### src/rtl/muldiv_sequencer.sv
// Multi-cycle multiply/divide sequencer for the EX stage; owns HI/LO and
// stalls HI/LO accesses or new mul/div ops while an operation is in flight.
module muldiv_sequencer #(
  parameter int WIDTH = 32
) (
  input  logic             clk,
  input  logic             rst,
  input  logic             valid,
  input  logic [5:0]       funct,
  input  logic [WIDTH-1:0] dataA,
  input  logic [WIDTH-1:0] dataB,
  output logic             stall,
  output logic             busy,
  output logic             done,
  output logic [WIDTH-1:0] hi_out,
  output logic [WIDTH-1:0] lo_out
);

  localparam int CW = (WIDTH > 1) ? $clog2(WIDTH) : 1;

  localparam logic [5:0] F_MFHI  = 6'h10;
  localparam logic [5:0] F_MTHI  = 6'h11;
  localparam logic [5:0] F_MFLO  = 6'h12;
  localparam logic [5:0] F_MTLO  = 6'h13;
  localparam logic [5:0] F_MULT  = 6'h18;
  localparam logic [5:0] F_MULTU = 6'h19;
  localparam logic [5:0] F_DIV   = 6'h1A;
  localparam logic [5:0] F_DIVU  = 6'h1B;

  typedef enum logic [1:0] {IDLE, RUN, FIX} state_t;

  state_t               state, state_nxt;
  logic [CW-1:0]        count;
  logic [2*WIDTH-1:0]   acc;
  logic [WIDTH-1:0]     opb, hi, lo;
  logic                 is_div, neg_q, neg_r, div0;

  logic                 is_muldiv, is_mt, is_hilo, accept;
  logic                 is_div_op, signed_op, a_neg, b_neg, div0_op;
  logic [WIDTH-1:0]     a_mag, b_mag;
  logic [WIDTH:0]       mul_sum, trial;
  logic [2*WIDTH-1:0]   mul_nxt, div_nxt, prod_fix;
  logic [WIDTH-1:0]     quo_fix, rem_fix;

  always_comb begin
    is_muldiv = (funct == F_MULT) || (funct == F_MULTU) ||
                (funct == F_DIV)  || (funct == F_DIVU);
    is_mt     = (funct == F_MTHI) || (funct == F_MTLO);
    is_hilo   = is_muldiv || is_mt || (funct == F_MFHI) || (funct == F_MFLO);
    accept    = valid && (state == IDLE) && is_muldiv;
    is_div_op = (funct == F_DIV) || (funct == F_DIVU);
    signed_op = (funct == F_MULT) || (funct == F_DIV);
    a_neg     = signed_op && dataA[WIDTH-1];
    b_neg     = signed_op && dataB[WIDTH-1];
    a_mag     = a_neg ? -dataA : dataA;
    b_mag     = b_neg ? -dataB : dataB;
    div0_op   = is_div_op && (dataB == '0);
  end

  // acc holds {partial product, multiplier} for mul and {remainder, quotient} for div
  always_comb begin
    mul_sum  = {1'b0, acc[2*WIDTH-1:WIDTH]} + {1'b0, (acc[0] ? opb : {WIDTH{1'b0}})};
    mul_nxt  = {mul_sum, acc[WIDTH-1:1]};
    trial    = {acc[2*WIDTH-1:WIDTH], acc[WIDTH-1]} - {1'b0, opb};
    div_nxt  = trial[WIDTH] ? {acc[2*WIDTH-2:0], 1'b0}
                            : {trial[WIDTH-1:0], acc[WIDTH-2:0], 1'b1};
    prod_fix = neg_q ? -acc : acc;
    quo_fix  = neg_q ? -acc[WIDTH-1:0] : acc[WIDTH-1:0];
    rem_fix  = neg_r ? -acc[2*WIDTH-1:WIDTH] : acc[2*WIDTH-1:WIDTH];
  end

  always_ff @(posedge clk) begin
    if (rst) state <= IDLE;
    else     state <= state_nxt;
  end

  always_comb begin
    state_nxt = state;
    case (state)
      IDLE:    if (accept) state_nxt = div0_op ? FIX : RUN;
      RUN:     if (count == '0) state_nxt = FIX;
      FIX:     state_nxt = IDLE;
      default: state_nxt = IDLE;
    endcase
  end

  always_comb begin
    busy  = (state != IDLE);
    done  = (state == FIX);
    stall = valid && busy && is_hilo;
  end

  always_ff @(posedge clk) begin
    if (rst) begin
      hi     <= '0;
      lo     <= '0;
      acc    <= '0;
      opb    <= '0;
      count  <= '0;
      is_div <= 1'b0;
      neg_q  <= 1'b0;
      neg_r  <= 1'b0;
      div0   <= 1'b0;
    end else begin
      case (state)
        IDLE: begin
          if (valid && funct == F_MTHI) hi <= dataA;
          if (valid && funct == F_MTLO) lo <= dataA;
          if (accept) begin
            // divide-by-zero keeps the raw dividend so FIX can return it in HI
            acc    <= {{WIDTH{1'b0}}, (div0_op ? dataA : a_mag)};
            opb    <= b_mag;
            count  <= CW'(WIDTH - 1);
            is_div <= is_div_op;
            neg_q  <= a_neg ^ b_neg;
            neg_r  <= a_neg;
            div0   <= div0_op;
          end
        end
        RUN: begin
          acc   <= is_div ? div_nxt : mul_nxt;
          count <= count - 1'b1;
        end
        FIX: begin
          if (div0) begin
            hi <= acc[WIDTH-1:0];
            lo <= '1;
          end else if (is_div) begin
            hi <= rem_fix;
            lo <= quo_fix;
          end else begin
            hi <= prod_fix[2*WIDTH-1:WIDTH];
            lo <= prod_fix[WIDTH-1:0];
          end
        end
        default: ;
      endcase
    end
  end

  assign hi_out = hi;
  assign lo_out = lo;

endmodule
### config.mk
export PLATFORM = sky130hd
export DESIGN_NAME = muldiv_sequencer
export DESIGN_NICKNAME = d
export VERILOG_FILES = /design/src/rtl/muldiv_sequencer.sv
export SDC_FILE = /design/constraint.sdc
export NUM_CORES = 1
export LEC_CHECK = 0
export BUFFER_PORTS_ARGS = -buffer_cell sky130_fd_sc_hd__buf_2
export CAP_MARGIN = 15
export CORE_MARGIN = 3
export CORE_UTILIZATION = 38
export DETAILED_ROUTE_END_ITERATION = 8
export SLEW_MARGIN = 20
export SYNTH_ARGS = -nofsm -noshare
export SYNTH_HDL_FRONTEND = slang
export SYNTH_SLANG_ARGS = --single-unit
### constraint.sdc
create_clock -name clk -period 5.5 [get_ports clk]
set_input_delay 0.55 -clock clk [delete_from_list [all_inputs] [get_ports clk]]
set_output_delay 0.55 -clock clk [all_outputs]
set_load 0.005 [all_outputs]
==> results of run 1 <==
==> cell usage after synthesis, types with 26 or more instances <==
master and instances:
a211oi_1 130, a21o_1 37, a21oi_1 107, a221oi_1 36, clkbuf_1 100, dfxtp_1 171, ha_1 70, inv_1 69
mux2i_1 114, nand2_1 119, nor2_1 184, nor3_1 35, o21ai_0 98, o31ai_1 26, xnor2_1 78, xor2_1 92
==> path summary, 6_finish.rpt <==
check                  to      from  depth (start not counted)
hold reg to reg    opb[0]    opb[0]                          2
hold / removal     is_div  funct[1]                          3
setup / recovery  acc[44]   acc[31]                         14
setup reg to reg  acc[44]   acc[31]                         14
==> power by group through the flow <==
stage / combinational, W / sequential (W) / clock [W]
floorplan: 0.000383 / 0.00130 / 0
global placement: 0.000551 / 0.00131 / 0
detailed placement: 0.000549 / 0.00131 / 0
CTS: 0.000551 / 0.00128 / 0.00124
global route: 0.000598 / 0.00128 / 0.00128
finish: 0.000556 / 0.00128 / 0.00121
==> per-stage QoR <==
stage                util  cell area [um2]  power (W)  hold slack, ps
floorplan               -            14600    0.00168             437
global placement    0.412            15500    0.00186             462
detailed placement  0.412            15500    0.00186             471
CTS                 0.427            16100    0.00307             365
global route        0.427            16100    0.00316             401
finish              0.427            16100    0.00305             392
==> layout make-up <==
class | instances | share of cell area
Inverter | 69 | 0.0161
Sequential cell | 171 | 0.213
Timing Repair Buffer | 158 | 0.0523
Tap cell | 511 | 0.0398
Clock buffer | 19 | 0.0269
Multi-Input combinational cell | 1469 | 0.644
Clock inverter | 13 | 0.00825
==> flip-flops by register name (all words and copies together), names as in the netlist <==
| name | count |
|---|---|
| count | 5 |
| neg_q | 1 |
| div0 | 1 |
| state | 2 |
| neg_r | 1 |
| hi_out | 32 |
| opb | 32 |
| acc | 64 |
| is_div | 1 |
| lo_out | 32 |
==> logic make-up (layout without fill, tap and decap cells) <==
| kind of cell | after synthesis | after routing | synth area share |
|---|---|---|---|
| compound gates | 576 | 576 | 0.276 |
| xor+xnor | 170 | 170 | 0.102 |
| fa+ha+maj | 72 | 72 | 0.0629 |
| buf+inv | 202 | 259 | 0.0567 |
| flops | 171 | 171 | 0.235 |
| mux | 115 | 115 | 0.0792 |
| simple gates | 536 | 536 | 0.187 |
==> tightest hold or removal path, delay by kind of cell <==
kind                   cells  cell delay [ps]
buffers and inverters      1              150
AND/OR/NAND/NOR            1               70
AO/OA/AOI/OAI              1               50
==> metal layers <==
| layer | track usage | wire [um] | vias up |
|---|---|---|---|
| met5 | 0 | 0 | - |
| met4 | 0.0870 | 1540 | 0 |
| met3 | 0.0293 | 2610 | 75 |
| met2 | 0.409 | 23800 | 470 |
| met1 | 0.314 | 22300 | 6843 |
| li1 | - | - | 6902 |
==> summary by stage, run 1 <==
Outcome
The flow ran to the end, and the final reports show no timing, DRC or antenna violations.

Global routing
Summed over all layers, the global routing overflow is 0. The via count of the first global-routing pass is 13800. The pin count of the biggest net entering global routing is 95.

The initial antenna violation count is 0. In the global route stage, overall resource usage came out at 0.240. The first global-routing pass estimated 79.0 mm of wire.

Yosys
When the netlist entered floorplanning its net count stood at 1987. The synthesized design contains 0 enable-type register cells. In the post-synthesis netlist, the biggest area contributors are dfxtp_1 24%, mux2i_1 7.8%, a211oi_1 6.7%. The total of flip-flops plus latches after synthesis is 171.

For this run, the leading register cell type out of synthesis is dfxtp_1. The biggest area consumer among synthesized cells is dfxtp_1. The average instance area after synthesis is 7.90 um2. The cell count after synthesis came out at 1842. Of the post-synthesis cell area, the dominant cell type holds 0.235. During synthesis, Yosys emitted a total of 0 warnings. For this run, asynchronously set or reset flops after synthesis account for 0. The mapped netlist covers 14600 um2. The proportion of synthesized chip area in sequential cells is 0.235. The number of distinct library cell variants in the gate-level netlist after synthesis is 88.

Final layout
In the layout the commonest cells are 183 x nor2_1, 169 x dfxtp_1, 138 x buf_2. The multi-input gate area in the final layout is 10300 um2. The layout has 3945 filler cells.

The most common cell after layout, fill and taps aside is nor2_1. The repair_antennas step left the layout with diodes totalling 0. The net count reported at finish is 2031. The layout cell share with drive strength beyond 1 is 0.128. The sequential cells in the finished layout cover a total of 3430 um2. The final cell count without fillers is 2410. The post-synthesis to final-layout area growth is 10.5%.

Placement
The final RePlAce weighted congestion is 0.955. During placement, the flow inserted port buffers numbering 139. The minimum setup slack after placement is 1450 ps. The HPWL after detailed placement is 37.4 mm.

The cell count after placement is 2378.

Min path
The path category of the worst min-delay check is primary input to flop.

Detailed routing
The initial detailed-routing violation count is 939. The wire length reported by the detailed router is 50.2 mm. The remaining design rule violation count is 0. The count of nets left with antenna violations after detail routing is 0. The per-cell via count in the routed design is 5.93. The first-pass detailed-route iteration total is 5. The via count is 14300. After detailed routing, the average wire length per cell comes to 20.8 um.

Clock network
The count of clock tree sinks is 171. The number of instances resized during post-cts repair is 0. The clock transition at the registers of the reported paths is 80 ps. The depth of the CTS H-tree is 4. In this run the post-CTS setup repair buffer count came out at 0. At the later pin of the worst-skew pair, clock insertion delay measures 460 ps. TritonCTS built the clock tree. Hold repair after CTS inserted 0 buffers. Buffers inserted during clock tree synthesis total 17.

The cell chosen for the clock root is clkbuf_16. The maximum clock insertion buffer count is 2.

Power and ir drop
The maximum vdd drop is 219 uV. Of the total power, the share spent switching nets is 0.323. The power density over cell area is 190 nW/um2. Internal power comes to 0.00206 W. The analysis attributes to cell leakage a power of 6.59 nW. Of the total power, combinational logic draws 0.182. Of the total power, the clock network draws 0.398. The sequential group share of total power is 0.420. The net switching power is 0.000986 W.

Critical path
The nature of the critical path endpoint is a flop. The critical path goes through inv_1 > ha_1 > fa_1 > nand2b_1 > a21oi_1 > a211oi_1 > o21ai_1 > a21oi_1 > o31a_2 > o211ai_4 > buf_4 > mux2i_1 > o21ai_0 > a21o_1. The classification of the worst setup path is flop to flop. The worst setup slack for register-to-register paths is 1420 ps. The signal arrival time at the worst endpoint is 4430 ps. The kind of start point of the critical path is a flop. The slowest stage cell on the critical path is buf_4. The cell family contributing the most delay on the critical path is compound AO/OA/AOI/OAI gates. In this design, the stage delay of the slowest critical-path cell is 520 ps. Data on the critical path is required at its endpoint by 5850 ps. The library cell appearing most often on the critical path is a21oi_1.

The largest driver fanout on the critical path is 35. The number of buffers and inverters on the critical path is 2.

Timing
The upper clock frequency limit is 0.245 GHz. The routed design could run at a clock period as short as 4080 ps. The number of hold violations in the final report was 0. The total negative slack for setup checks is 0 ps.

The post-route fraction of the period consumed by the critical path is 0.742. Setup violations remaining at the end of the flow were counted as 0. Setup repair after global routing left no endpoint under its margin. The final setup slack of the worst path is 1420 ps.

Clock skew on the completed layout was measured at 14.5 ps. The number of pins exceeding their max-slew limit in the final report is 0. At the pin with the least slew margin, the transition time is 1120 ps. The worst slew margin relative to its limit is 0.254.

Floorplan
The initial utilization of the core area, before any placement, comes to 0.386. The region available for standard cell placement spans 37700 um2. The standard-cell row count is 71.

The number of top-level design ports is 140. The die is 202 um tall. The floorplan step defined a die boundary enclosing 40700 um2.

The horizontal extent of the die is 202 um.

Run
The tool flagged a number of max-cap violations equal to 0.
No activity file was read; power rests on OpenSTA's default activity.
==> run 2, diff against run 1 <==
- clock period: 5.5 -> 4.2 ns (I/O delays scaled with it)
==> run 2 against run 1 <==
Compared with the run above: critical path depth stayed put; non-clock buffer count is 22 higher; utilization is 0.61 points higher; sequential cell count stayed put; clock power is 41% higher; global-route usage is 0.41 points higher; total power is 35% higher; largest cell class unchanged; largest power group is now the clock network.
==> summary by stage, run 2 (same netlist as run 1, synthesis figures left out) <==
Critical path
The largest driver fanout on the critical path is 19 (-46%). The signal arrival time at the worst endpoint was 4120 ps (-310 ps). The end of the critical path is acc[40]. The nature of the critical path endpoint is a flop. Traced cell by cell, the critical path runs through inv_1 > ha_1 > fa_1 > nand2b_1 > a21oi_1 > a211oi_1 > o21ai_1 > a21oi_1 > o31a_2 > o211ai_4 > buf_4 > buf_4 > mux2i_1 > o221ai_1. The startpoint of the most critical register-to-register path is acc[31]. The slowest stage cell on the critical path is dfxtp_1. The setup path with the least slack is of type flop to flop.

The capture instance of the worst register-to-register path is acc[40]. The critical path starts at acc[31]. The required time of the critical path is 4510 ps (-1340 ps). The length in cells of the worst reg-to-reg path is 14 (unchanged). The kind of start point of the critical path is a flop. The peak per-stage delay on the critical path is 450 ps (-70 ps). The worst setup slack for register-to-register paths was 390 ps (-1030 ps).

Timing
The post-route fraction of the period consumed by the critical path was 0.908 (+0.166). The total negative slack for setup checks is 0 ps (unchanged). The worst hold margin came to 272 ps (-119 ps). The number of pins exceeding their max-slew limit in the final report was 0 (unchanged). The minimum clock period after layout is 3810 ps (-266 ps). The number of hold violations in the final report is 0 (unchanged). The upper clock frequency limit is 0.262 GHz (+7.0%). The measured slew at the worst slew-check pin is 1020 ps (-94.4 ps). The final setup violation count is 0 (unchanged). Setup repair after global routing left no endpoint under its margin.

The worst clock skew on the final layout is 15.8 ps (+1.24 ps). The worst slew margin relative to its limit is 0.313 (+0.0592).

Run
The count of maximum capacitance violations is 0 (unchanged).

Global routing
The overall routing resource usage is 0.244 (+0.00411). The initial antenna violation count is 0 (unchanged). The wire length of the first global-routing pass is 79.5 mm (+0.73%). The pin count of the biggest net entering global routing came to 75 (-21%). The via count of the first global-routing pass was 13800 (-0.27%).

The total overflow reported by the global router is 0 (unchanged).

Outcome
The run finished with clean final reports.

Floorplan
The vertical die dimension is 202 um (unchanged). The overall die area was 40700 um2 (unchanged). The placeable core region is 37700 um2 (unchanged).

The number of top-level design ports was 140 (unchanged). The standard-cell row count is 71 (unchanged). The horizontal extent of the die was 202 um (unchanged).

The initial core utilization was 0.386 (unchanged).

Clock network
TritonCTS built the clock tree. The clock transition at the registers of the reported paths was 80 ps (about the same). The cell sitting at the root of the clock tree is a clkbuf_16. The number of instances resized during post-cts repair came to 0 (unchanged). The buffer count from post-CTS setup fixing is 0 (unchanged). The depth of the CTS H-tree is 4 (unchanged). The count of clock tree sinks was 171 (unchanged).

The clock insertion delay at the later pin of the skew report is 460 ps (about the same). The number of buffers inserted by hold repair at cts is 0 (unchanged). The number of buffers inserted during clock tree synthesis is 17 (unchanged). The maximum clock insertion buffer count is 2 (unchanged).

Final layout
The final cell area excluding filler cells is 16300 um2 (+1.4%). The area taken by flip-flops and latches is 3430 um2 (unchanged). The filler cell count is 3898 (-1.2%). Leaving out fill and tap cells, the most frequent cells in the layout are 183 x nor2_1, 169 x dfxtp_1, 138 x buf_2. The antenna cell count is 0 (unchanged).

The net count reported at finish is 2053 (+1.1%). The number of flip-flops in the largest register is 64 (unchanged). The most common cell after layout, fill and taps aside is nor2_1. The multi-input gate area in the final layout was 10400 um2 (about the same).

From synthesis to final layout, the design area changed by 12.1%. The most flop-heavy register is acc. The layout cell share with drive strength beyond 1 is 0.138 (+0.0105).

Placement
The total cell area at the placement stage came to 15700 um2 (+1.2%). The final RePlAce weighted congestion is 0.927 (-2.9%). The HPWL after detailed placement is 38.9 mm (+3.9%).

The number of input and output port buffers inserted is 139 (unchanged).

Detailed routing
The wire length per cell is 20.9 um (+0.19%). The wire length reported by the detailed router was 50.7 mm (+1.1%). The initial detailed-routing violation count is 963 (+2.6%). The remaining design rule violation count is 0 (unchanged).

The per-cell via count in the routed design was 5.88 (-0.79%). The via count is 14300 (+0.11%). The first-pass detailed-route iteration total is 7 (+2). The count of nets left with antenna violations after detail routing is 0 (unchanged).

Min path
The path category of the worst min-delay check is primary input to flop. The number of cells traversed by the worst hold path was 3 (unchanged).

Power and ir drop
The power density over cell area was 252 nW/um2 (+33%). The maximum vdd drop was 311 uV (+42%). The standby leakage power was 6.74 nW (+2.3%).
run 2: cell count changes in the layout (fill, tap and decap cells not counted), sizes merged:
cell      change
clkinv        +2
bufinv        +3
inv           -1
clkinvlp      -3
clkbuf        -1
buf          +22
run 2: per-stage QoR:
| stage | setup slack [ps] | std cells | total power, W | util |
|---|---|---|---|---|
| floorplan | 865 | 1842 | 0.00220 | - |
| global route | 137 | 2432 | 0.00427 | 0.433 |
| CTS | 418 | 2432 | 0.00413 | 0.433 |
| global placement | 492 | 2400 | 0.00242 | 0.417 |
| finish | 386 | 2432 | 0.00411 | 0.433 |
| detailed placement | 444 | 2400 | 0.00243 | 0.417 |
run 2: cell type report:
class | instances | share of cell area
Sequential cell | 171 | 0.210
Clock inverter | 14 | 0.0113
Inverter | 69 | 0.0159
Tap cell | 511 | 0.0392
Multi-Input combinational cell | 1469 | 0.635
Timing Repair Buffer | 180 | 0.0625
Clock buffer | 18 | 0.0263
run 2: critical path: cells and delay by family (launching register included):
kind / cells / cell delay [ps]
simple gates: 1 / 190
compound gates: 7 / 1490
mux: 1 / 210
fa+ha+maj: 2 / 630
buf+inv: 3 / 680
flops: 1 / 450
run 2: worst min path at each step:
stage,start,endpoint
floorplan,count[3],count[3]
global placement,count[3],count[3]
detailed placement,count[3],count[3]
CTS,funct[1],is_div
global route,funct[1],is_div
finish,funct[1],is_div
run 2: report_power, final:
part	internal, W	switching [W]	total (W)
registers	0.00165	0.0000325	0.00168
logic	0.000281	0.000439	0.000720
clock network	0.000952	0.000763	0.00171
total	0.00288	0.00123	0.00411
run 2: per-layer routing:
metal / global-route usage / part of all wire / vias to the layer above
li1: - / - / 6939
met1: 0.323 / 0.45 / 6872
met2: 0.413 / 0.47 / 427
met3: 0.0358 / 0.051 / 68
met4: 0.0743 / 0.027 / 0
met5: 0 / 0 / -
